`config.mk`:
```
export PLATFORM = sky130hd
export DESIGN_NAME = tp2_multi_cen_flat
export DESIGN_NICKNAME = d
export VERILOG_FILES = /design/src/rtl/tp2_multi_cen_if.sv /design/src/rtl/tp2_multi_cen.sv /design/src/flat_wrapper.sv
export SDC_FILE = /design/constraint.sdc
export NUM_CORES = 1
export LEC_CHECK = 0
export ABC_AREA = 1
export CAP_MARGIN = 20
export CORE_UTILIZATION = 68
export CTS_BUF_LIST = sky130_fd_sc_hd__clkbuf_4
export DETAILED_ROUTE_END_ITERATION = 8
export HOLD_SLACK_MARGIN = 0.15
export PLACE_DENSITY = 0.89
export RECOVER_POWER = 100
export SYNTH_ARGS = -nofsm -noshare
export SYNTH_HDL_FRONTEND = slang
export SYNTH_SLANG_ARGS = --single-unit
```
`constraint.sdc`:
```
create_clock -name CLK -period 12.9 [get_ports CLK]
set_input_delay 2.58 -clock CLK [delete_from_list [all_inputs] [get_ports CLK]]
set_output_delay 2.58 -clock CLK [all_outputs]
set_load 0.05 [all_outputs]
```
`src/rtl/tp2_multi_cen_if.sv`:
```
// tp2_multi_cen_if -- ratio-write bus and clock-enable outputs of tp2_multi_cen.
//
// Parameters mirror the block: CH channels, W divider stages, NW-bit ratio terms.
// Signals:
//   WR      ratio write strobe (single cycle)
//   WR_CH   target channel of the write
//   WR_N    new numerator
//   WR_M    new denominator
//   WR_ERR  one-cycle pulse after a rejected write
//   PEND    per-channel "ratio write pending" flags
//   CEN     clock-enable pulses, index c*W+k = channel c, stage k
//   CENB    half-period-offset enable pulses, same indexing
// Modports: master = write source / enable consumer, slave = tp2_multi_cen.
interface tp2_multi_cen_if #(
  parameter int CH  = 2,
  parameter int W   = 4,
  parameter int NW  = 10,
  parameter int CHW = (CH > 1) ? $clog2(CH) : 1
);
  logic            WR;
  logic [CHW-1:0]  WR_CH;
  logic [NW-1:0]   WR_N;
  logic [NW-1:0]   WR_M;
  logic            WR_ERR;
  logic [CH-1:0]   PEND;
  logic [CH*W-1:0] CEN;
  logic [CH*W-1:0] CENB;

  modport master (
    output WR, WR_CH, WR_N, WR_M,
    input  WR_ERR, PEND, CEN, CENB
  );

  modport slave (
    input  WR, WR_CH, WR_N, WR_M,
    output WR_ERR, PEND, CEN, CENB
  );
endinterface

```
`src/rtl/tp2_multi_cen.sv`:
```
// tp2_multi_cen -- multi-channel fractional clock-enable generator.
//
// Each channel runs a fractional accumulator producing a base pulse P at an
// average rate of n/m per cycle, followed by a binary divider giving enables
// at /1, /2, /4 .. /2^(W-1) of P, plus half-period-offset companions (CENB).
// Ratio updates are staged as "pending" and take effect on the channel's next
// P so the output never glitches mid-period.
//
// Ports:
//   CLK    sole clock, rising edge
//   RESET  synchronous, active-high; loads N_INIT/M_INIT, clears all state
//   PAUSE  freezes accumulators, dividers and pending state; outputs forced 0
//   SYNC   phase-realign strobe (only with TP2_CEN_RESYNC_EN defined)
//   bus    tp2_multi_cen_if.slave: WR/WR_CH/WR_N/WR_M in, WR_ERR/PEND/CEN/CENB out
//
// Configuration macro: TP2_CEN_RESYNC_EN adds the SYNC port; SYNC clears acc and
// cnt of every channel, applies pending ratios at once and blanks outputs for
// that cycle.
module tp2_multi_cen #(
  parameter int               CH     = 2,
  parameter int               W      = 4,
  parameter int               NW     = 10,
  parameter logic [CH*NW-1:0] N_INIT = {10'd8, 10'd1},
  parameter logic [CH*NW-1:0] M_INIT = {10'd189, 10'd7}
) (
  input  logic CLK,
  input  logic RESET,
  input  logic PAUSE,
`ifdef TP2_CEN_RESYNC_EN
  input  logic SYNC,
`endif
  tp2_multi_cen_if.slave bus
);

  localparam int CHW = (CH > 1) ? $clog2(CH) : 1;
  localparam int AW  = NW + 1;              // accumulator width
  localparam int SW  = NW + 2;              // acc + n without overflow
  localparam int CW  = (W > 1) ? W - 1 : 1; // divider counter width

  localparam logic [CHW:0] CH_LIM = CH[CHW:0];

  // Registered state
  logic [NW-1:0]   n_q   [CH];
  logic [NW-1:0]   m_q   [CH];
  logic [NW-1:0]   pn_q  [CH];
  logic [NW-1:0]   pm_q  [CH];
  logic [AW-1:0]   acc_q [CH];
  logic [CW-1:0]   cnt_q [CH];
  logic [CH-1:0]   pend_q;
  logic            err_q;
  logic [CH*W-1:0] cen_q;
  logic [CH*W-1:0] cenb_q;

  // Next-state values
  logic [NW-1:0]   n_d   [CH];
  logic [NW-1:0]   m_d   [CH];
  logic [NW-1:0]   pn_d  [CH];
  logic [NW-1:0]   pm_d  [CH];
  logic [AW-1:0]   acc_d [CH];
  logic [CW-1:0]   cnt_d [CH];
  logic [CH-1:0]   pend_d;
  logic [CH*W-1:0] cen_d;
  logic [CH*W-1:0] cenb_d;

  // Per-channel accumulator arithmetic
  logic [SW-1:0]   sum_w  [CH];
  logic [SW-1:0]   nxt_w  [CH];
  logic [SW-1:0]   m_w    [CH];
  logic [SW-1:0]   half_w [CH];
  logic [CH-1:0]   p_w;

  logic            wr_ok;
  logic            sync_act;

`ifdef TP2_CEN_RESYNC_EN
  assign sync_act = SYNC;
`else
  assign sync_act = 1'b0;
`endif

  assign wr_ok = bus.WR && (bus.WR_N != '0) && (bus.WR_M != '0) &&
                 (bus.WR_N <= bus.WR_M) && ({1'b0, bus.WR_CH} < CH_LIM);

  always_comb begin
    for (int unsigned c = 0; c < CH; c++) begin
      sum_w[c]  = {1'b0, acc_q[c]} + SW'(n_q[c]);
      m_w[c]    = SW'(m_q[c]);
      half_w[c] = SW'(m_q[c] >> 1);
      p_w[c]    = (sum_w[c] >= m_w[c]);
      nxt_w[c]  = p_w[c] ? (sum_w[c] - m_w[c]) : sum_w[c];
    end
  end

  always_comb begin
    cen_d  = '0;
    cenb_d = '0;
    pend_d = pend_q;
    for (int unsigned c = 0; c < CH; c++) begin
      n_d[c]   = n_q[c];
      m_d[c]   = m_q[c];
      pn_d[c]  = pn_q[c];
      pm_d[c]  = pm_q[c];
      acc_d[c] = acc_q[c];
      cnt_d[c] = cnt_q[c];
    end

    for (int unsigned c = 0; c < CH; c++) begin
      if (sync_act) begin
        acc_d[c] = '0;
        cnt_d[c] = '0;
        if (pend_q[c]) begin
          n_d[c]    = pn_q[c];
          m_d[c]    = pm_q[c];
          pend_d[c] = 1'b0;
        end
      end else if (!PAUSE) begin
        cen_d[c*W]  = p_w[c];
        cenb_d[c*W] = ({1'b0, acc_q[c]} < half_w[c]) && (sum_w[c] >= half_w[c]);
        // Stage k fires on P when the low k counter bits are 0 (CEN) or at the
        // midpoint 2^(k-1) (CENB); cnt is observed before its increment.
        for (int unsigned k = 1; k < W; k++) begin
          cen_d[c*W+k]  = p_w[c] && ((cnt_q[c] & CW'((1 << k) - 1)) == '0);
          cenb_d[c*W+k] = p_w[c] && ((cnt_q[c] & CW'((1 << k) - 1)) == CW'(1 << (k - 1)));
        end
        acc_d[c] = AW'(nxt_w[c]);
        if (p_w[c]) begin
          cnt_d[c] = cnt_q[c] + CW'(1);
          // Pending ratio takes over on P; the residue from the old ratio is
          // kept unless it would violate acc < m under the new denominator.
          if (pend_q[c]) begin
            n_d[c]    = pn_q[c];
            m_d[c]    = pm_q[c];
            pend_d[c] = 1'b0;
            if (nxt_w[c] >= SW'(pm_q[c])) acc_d[c] = '0;
          end
        end
      end

      // A write landing in the same cycle as P (or SYNC) is staged after the
      // old pending value was consumed, so it waits for the following P.
      if (wr_ok && (bus.WR_CH == CHW'(c))) begin
        pend_d[c] = 1'b1;
        pn_d[c]   = bus.WR_N;
        pm_d[c]   = bus.WR_M;
      end
    end
  end

  always_ff @(posedge CLK) begin
    if (RESET) begin
      for (int unsigned c = 0; c < CH; c++) begin
        n_q[c]   <= N_INIT[c*NW +: NW];
        m_q[c]   <= M_INIT[c*NW +: NW];
        pn_q[c]  <= '0;
        pm_q[c]  <= '0;
        acc_q[c] <= '0;
        cnt_q[c] <= '0;
      end
      pend_q <= '0;
      err_q  <= 1'b0;
      cen_q  <= '0;
      cenb_q <= '0;
    end else begin
      for (int unsigned c = 0; c < CH; c++) begin
        n_q[c]   <= n_d[c];
        m_q[c]   <= m_d[c];
        pn_q[c]  <= pn_d[c];
        pm_q[c]  <= pm_d[c];
        acc_q[c] <= acc_d[c];
        cnt_q[c] <= cnt_d[c];
      end
      pend_q <= pend_d;
      err_q  <= bus.WR && !wr_ok;
      cen_q  <= cen_d;
      cenb_q <= cenb_d;
    end
  end

  assign bus.WR_ERR = err_q;
  assign bus.PEND   = pend_q;
  assign bus.CEN    = cen_q;
  assign bus.CENB   = cenb_q;

endmodule

```
`src/flat_wrapper.sv`:
```
// flat-port wrapper written by rule: the top's interface ports become plain ports
module tp2_multi_cen_flat 
#(
  parameter int               CH     = 2,
  parameter int               W      = 4,
  parameter int               NW     = 10,
  parameter logic [CH*NW-1:0] N_INIT = {10'd8, 10'd1},
  parameter logic [CH*NW-1:0] M_INIT = {10'd189, 10'd7}
)
  (CLK, RESET, PAUSE, bus_WR, bus_WR_CH, bus_WR_N, bus_WR_M, bus_WR_ERR, bus_PEND, bus_CEN, bus_CENB);
  tp2_multi_cen_if #(.CH(CH), .W(W), .NW(NW)) bus_i ();
  input  logic CLK;
  input  logic RESET;
  input  logic PAUSE;
  input wire logic [$bits(bus_i.WR)-1:0] bus_WR;
  input wire logic [$bits(bus_i.WR_CH)-1:0] bus_WR_CH;
  input wire logic [$bits(bus_i.WR_N)-1:0] bus_WR_N;
  input wire logic [$bits(bus_i.WR_M)-1:0] bus_WR_M;
  output wire logic [$bits(bus_i.WR_ERR)-1:0] bus_WR_ERR;
  output wire logic [$bits(bus_i.PEND)-1:0] bus_PEND;
  output wire logic [$bits(bus_i.CEN)-1:0] bus_CEN;
  output wire logic [$bits(bus_i.CENB)-1:0] bus_CENB;
  assign bus_i.WR = bus_WR;
  assign bus_i.WR_CH = bus_WR_CH;
  assign bus_i.WR_N = bus_WR_N;
  assign bus_i.WR_M = bus_WR_M;
  assign bus_WR_ERR = bus_i.WR_ERR;
  assign bus_PEND = bus_i.PEND;
  assign bus_CEN = bus_i.CEN;
  assign bus_CENB = bus_i.CENB;
  tp2_multi_cen #(.CH(CH), .W(W), .NW(NW), .N_INIT(N_INIT), .M_INIT(M_INIT)) u_core (.CLK(CLK), .RESET(RESET), .PAUSE(PAUSE), .bus(bus_i));
endmodule
```
==> flow_metrics.tcl, run 1 <==
set metrics [dict create \
    path_common_cell "nand2_1" \
    die_area_um2 12400 \
    status "finished, violations left" \
    worst_setup_path_end_kind "register" \
    leakagePower_nw 4.37 \
    grt_pass1_wl_mm 32.3 \
    async_flop_share 0 \
    rows 39 \
    r2r-start "u_core.acc_q[0][2]" \
    core-area_um2 11600 \
    synthTopCellsByArea "dfxtp_1, ha_1, nand2_1, a21oi_1, inv_1" \
    synth_flop_cell "dfxtp_1" \
    cp_slowest_stage_delay_ns 0.58 \
    syn_avg_cell_area_um2 7.34 \
    fin_skew_ns 0.0115 \
    min-delay-start "u_core.pn_q[0][9]" \
    critPathRequiredTime_ns 13.34 \
    fin_nets 1279 \
    syn_to_final_growth_pct 8.53 \
    io_buffers 43 \
    layout-drive-gt1-share 0.0417 \
    crit_type "reg -> reg" \
    synth.distinct_cells 49 \
    cts_sinks 127 \
    r2r_setup_slack_ns 6.76 \
    setup_violations 0 \
    grt_setup_unrepaired "false" \
    placed_area_um2 8600 \
    arrival_ns 6.58 \
    first_pass_iters 9 \
    die_w_um 111 \
    grt_max_degree 63 \
    worst-path-max-fanout 23 \
    cts_resized 0 \
    syn_area_um2 8150 \
    cts_max_path_buffers 2 \
    hp-class "reg -> reg" \
    grt_antenna_before_repair 0 \
    regArea_um2 2540 \
    whs_ns 0.473 \
    antenna_cells 0 \
    syn_nets 1249 \
    slew_headroom -0.541 \
    vias 7457 \
    hold_viol_final 0 \
    tns_ns 0 \
    worstMarginPinSlew_ns 2.31 \
    reg2reg_depth 40 \
    post_cts_buffers 0 \
    violations "design-rule violations, max-capacitance violations, max-slew violations" \
    synth_top_area_frac 0.312 \
    fillCellCount 873 \
    cts_made_buffers 17 \
    synth_edf_count 0 \
    finalCritPeriodShare 0.476 \
    layout.cells.most_common_list "nand2_1, inv_1, dfxtp_1" \
    ant_nets 0 \
    root_buffer "clkbuf_4" \
    drt-initial-drc-count 655 \
    design_area_um2 8840 \
    multi_input_area_um2 4810 \
    synth_warnings 0 \
    cts_tree "yes" \
    ir_worst_vdd_v 0.000189 \
    cts-htree-levels 4 \
    rr_endpoint "u_core.acc_q[0][1]" \
    grt_pass1_vias 6828 \
    die_h_um 111 \
    initial_core_util 0.704 \
    synth_top_area_cell "dfxtp_1" \
    syn_inst 1110 \
    insertion_delay_ns 0.54 \
    synth_seq_area_share 0.312 \
    fmax_mhz 163 \
    clk_pin_slew_ns 0.11 \
    slew_violations 63 \
    track_usage 0.325 \
    via_per_inst 5.76 \
    wl_per_cell_um 15.1 \
    drt-total-wl_mm 19.5 \
    cap_violations 1 \
    drc_errors 7 \
    power_density_nw_per_um2 263 \
    grt-ovfl-total 0 \
    ys_ff_latch 127 \
    mostFrequentLayoutCell "nand2_1" \
    hold_path_depth 2 \
    min_to "u_core.pn_q[0][9]" \
    dp_hpwl_mm 14.4 \
    num_io_pins 44 \
    startpoint_type "register" \
    slowest_stage "nand3_1" \
    gp_congestion 0.912 \
    hold_buffers 0 \
    post-route-min-period_ns 6.14 \
]
[metal layers]
layer	track usage	vias up	share of wire
met2	0.518	290	0.45
met4	0.106	0	0.020
met5	0	-	0
met1	0.443	3398	0.46
li1	-	3724	-
met3	0.0610	45	0.067
[cell families (layout without fill, tap and decap cells)]
group,after synthesis,after routing,share of synthesized area
simple gates,404,404,0.212
compound gates,247,247,0.169
buf+inv,187,229,0.0925
flops,127,127,0.312
fa+ha+maj,114,114,0.179
xor+xnor,31,31,0.0356
[worst max-delay path by stage]
stage                             from            endpoint  slack, ns  cells past startpoint
detailed placement         bus_WR_M[5]  u_core.pm_q[0][10]       6.93                     11
floorplan           u_core.acc_q[0][0]  u_core.acc_q[0][1]       8.63                     43
global placement           bus_WR_M[5]  u_core.pm_q[0][15]       7.05                     11
finish              u_core.acc_q[0][2]  u_core.acc_q[0][1]       6.76                     40
CTS                 u_core.acc_q[0][2]  u_core.acc_q[0][1]       7.51                     40
global route        u_core.acc_q[0][2]  u_core.acc_q[0][2]       6.14                     40
[final cells by class]
cell class                 count  area share
sequential                   127       0.288
multi-input combinational    796       0.545
inverter                     152      0.0648
clock inverter                13      0.0166
clock buffer                  18      0.0153
timing repair buffer          46      0.0508
tap                          143      0.0202
[state kept, by name, indices dropped and copies added (netlist names)]
signal	flops
u_core.m_q	20
u_core.acc_q	22
u_core.n_q	20
u_core.bus.CEN	8
u_core.cnt_q	6
u_core.bus.PEND	2
u_core.bus.CENB	8
u_core.pn_q	20
u_core.pm_q	20
u_core.bus.WR_ERR	1
[worst max-delay path, delay by kind of cell, from the launching register on]
kind            cells  cell delay (ns)
xor+xnor            1             0.27
compound gates      4             0.82
fa+ha+maj           3             0.95
simple gates       29             3.08
flops               1             0.34
buf+inv             3             0.56
[cells in the mapped netlist, types with 2 or more instances]
cell type,number
nand2_1,207
inv_1,147
dfxtp_1,127
a21oi_1,111
ha_1,110
nor2_1,106
o21ai_0,74
nand3_1,47
clkbuf_1,23
xor2_1,21
nor3_1,13
o21ai_1,13
o211ai_1,12
o21a_1,11
nand4_1,10
xnor2_1,9
a31oi_1,6
buf_6,5
nor4_1,5
a21boi_0,4
fa_1,4
inv_2,4
a211oi_1,3
buf_2,3
nand2_2,3
nand3b_1,3
a21o_1,2
a21oi_2,2
buf_1,2
buf_4,2
nand3_4,2
o211ai_2,2
[metrics by stage]
stage / power (mW) / utilization / std cells / setup slack [ns]
floorplan: 1.71 / - / 1110 / 8.63
global placement: 1.97 / 0.743 / 1264 / 7.05
detailed placement: 2.02 / 0.743 / 1264 / 6.93
CTS: 2.32 / 0.768 / 1295 / 7.51
global route: 2.57 / 0.764 / 1295 / 6.14
finish: 2.32 / 0.764 / 1295 / 6.76
[power by group]
part	switching [mW]	total, mW	internal, mW
registers	0.0498	0.512	0.463
clock network	0.145	0.277	0.132
logic	0.983	1.53	0.550
total	1.18	2.32	1.15
Note: power is estimated with default switching activity, not from simulation.
==> run 2: changes to the inputs <==
--- a/config.mk
+++ b/config.mk
@@ -7,11 +7,11 @@
 export LEC_CHECK = 0
 export ABC_AREA = 1
 export CAP_MARGIN = 20
-export CORE_UTILIZATION = 68
+export CORE_UTILIZATION = 63
 export CTS_BUF_LIST = sky130_fd_sc_hd__clkbuf_4
 export DETAILED_ROUTE_END_ITERATION = 8
 export HOLD_SLACK_MARGIN = 0.15
-export PLACE_DENSITY = 0.89
+export PLACE_DENSITY = 0.83
 export RECOVER_POWER = 100
 export SYNTH_ARGS = -nofsm -noshare
 export SYNTH_HDL_FRONTEND = slang
==> constraint.sdc (replaced) <==
create_clock -name CLK -period 5.7 [get_ports CLK]
set_input_delay 1.14 -clock CLK [delete_from_list [all_inputs] [get_ports CLK]]
set_output_delay 1.14 -clock CLK [all_outputs]
set_load 0.05 [all_outputs]
==> run 2 against run 1 <==
Effect of this change: the flow finishes with violations (max-capacitance violations, max-slew violations); register-to-register slack got worse by 6.3 ns; sequential power increased by 130%; wire length decreased by 6.4%; via count decreased by 2.4%; worst setup slack got worse by 6.3 ns; clock skew increased by 0.0072 ns; first-iteration DRC count decreased by 28%; clock-buffer cell count increased by 3; combinational power increased by 120%; design area increased by 0.18%; power increased by 120%; critical path type unchanged; critical endpoint is now u_core.acc_q[0][5]; largest cell class unchanged; highest routed layer unchanged.
==> flow_metrics.tcl, run 2 (synthesis gave the netlist of run 1 again) <==
set metrics [dict create \
    placed_area_um2 8660 \
    mostFrequentLayoutCell "nand2_1" \
    vias 7279 \
    syn_to_final_growth_pct 8.72 \
    die_h_um 116 \
    power_density_nw_per_um2 578 \
    violations "max-capacitance violations, max-slew violations" \
    hold_viol_final 0 \
    first_pass_iters 5 \
    cts_max_path_buffers 2 \
    arrival_ns 5.71 \
    grt_pass1_vias 6487 \
    cp_slowest_stage_delay_ns 0.40 \
    die_w_um 116 \
    layout-drive-gt1-share 0.0458 \
    hold_path_depth 1 \
    design_area_um2 8860 \
    drt-initial-drc-count 470 \
    ant_nets 0 \
    track_usage 0.289 \
    worstMarginPinSlew_ns 1.85 \
    met1Wirelength_mm 8.82 \
    hold_buffers 0 \
    dp_hpwl_mm 14.2 \
    place_ws_ns 0.407 \
    drt-total-wl_mm 18.3 \
    r2r_setup_slack_ns 0.41 \
    slew_headroom -0.238 \
    fin_skew_ns 0.0188 \
    worst_slack_ns 0.413 \
    startpoint_type "register" \
    clk_pin_slew_ns 0.11 \
    cts_tree "yes" \
    grt_setup_unrepaired "false" \
    leakagePower_nw 4.34 \
    ir_worst_vdd_v 0.000268 \
    fin_nets 1282 \
    drc_errors 0 \
    path_common_cell "nand2_1" \
    critPathRequiredTime_ns 6.12 \
    slowest_stage "fa_1" \
    rows 41 \
    grt_pass1_wl_mm 30.5 \
    grt_antenna_before_repair 0 \
    slew_violations 29 \
    cap_violations 1 \
    whs_ns 0.459 \
    worst-path-max-fanout 23 \
    initial_core_util 0.645 \
    die_area_um2 13400 \
    insertion_delay_ns 0.53 \
    fmax_mhz 189 \
    tns_ns 0 \
    grt_max_degree 64 \
    power.total_mw 5.12 \
    via_per_inst 5.48 \
    path_buf_inv 4 \
    core-area_um2 12600 \
    antenna_cells 0 \
    top_register "u_core.acc_q" \
    finalCritPeriodShare 0.928 \
    top_layer "met4" \
    root_buffer "clkbuf_4" \
    status "finished, violations left" \
    fillCellCount 1102 \
    wl_met3_um 935 \
    num_io_pins 44 \
    met2_wirelength_mm 8.31 \
    wl_per_cell_um 13.7 \
    cts-htree-levels 4 \
    post-route-min-period_ns 5.29 \
    hp-class "reg -> reg" \
    cts_made_buffers 17 \
    grt-ovfl-total 0 \
    worst_setup_path_end_kind "register" \
    largest_reg_flops 22 \
    reg2reg_depth 43 \
    gp_congestion 0.931 \
    layout.cells.most_common_list "nand2_1, inv_1, dfxtp_1" \
    io_buffers 43 \
    crit_type "reg -> reg" \
    crit_family "simple AND/OR/NAND/NOR gates" \
    cp_num_cells 43 \
    setup_violations 0 \
    cts_sinks 127 \
]
-- run 2: cell types whose count changed in the layout (fill, tap and decap cells not counted), moves of 3 or more --
cell	previous run	this run
o21ai_0	80	73
nand3_1	50	47
clkbuf_4	18	21
clkinv_2	2	5
clkbuf_1	1	4
clkinv_1	5	1
o21ai_1	7	14
-- run 2: worst reg2reg max path, delay by kind of cell, from the launching register on --
kind	cells	cell delay (ns)
compound gates	3	0.33
fa+ha+maj	4	1.25
simple gates	31	2.70
flops	1	0.34
xor+xnor	1	0.17
buf+inv	4	0.40
-- run 2: routing by layer --
layer	up-vias	global-route usage
li1	3732	-
met1	3353	0.396
met2	175	0.469
met3	19	0.0528
met4	0	0.0735
met5	-	0
-- run 2: power by group --
group          internal [mW]  total [mW]  switching (mW)
Sequential              1.05        1.16           0.111
Clock                  0.232       0.552           0.320
Combinational           1.25        3.41            2.15
Total                   2.53        5.12            2.58
-- run 2: repair_timing --
action | 4_1_cts | 5_1_grt
endpoints found under the setup margin | 0 | 9
gates resized for setup | 0 | 3
buffers inserted | 0 | 0
hold endpoints to repair | 0 | 0
-- run 2: final timing paths --
check,startpoint,to
worst max-delay path,u_core.acc_q[0][0],u_core.acc_q[0][5]
worst min-delay path,u_core.cnt_q[0][5],u_core.bus.CEN[7]
worst max register to register,u_core.acc_q[0][0],u_core.acc_q[0][5]
worst min register to register,u_core.cnt_q[0][5],u_core.bus.CEN[7]
-- run 2: metrics by stage --
step,instances,utilization
after detailed placement,1296,0.686
after global placement,1296,0.686
after CTS,1328,0.706
after floorplan,1110,-
after global routing,1328,0.702
final,1328,0.702
-- run 2: cell type report --
| type | instances | area, µm² | area share |
|---|---|---|---|
| inverters | 152 | 573 | 0.0647 |
| repair buffers | 49 | 460 | 0.0520 |
| clock buffers | 21 | 158 | 0.0178 |
| well taps | 172 | 215 | 0.0243 |
| flip-flops and latches | 127 | 2540 | 0.287 |
| clock inverters | 11 | 93.8 | 0.0106 |
| multi-input cells | 796 | 4810 | 0.544 |
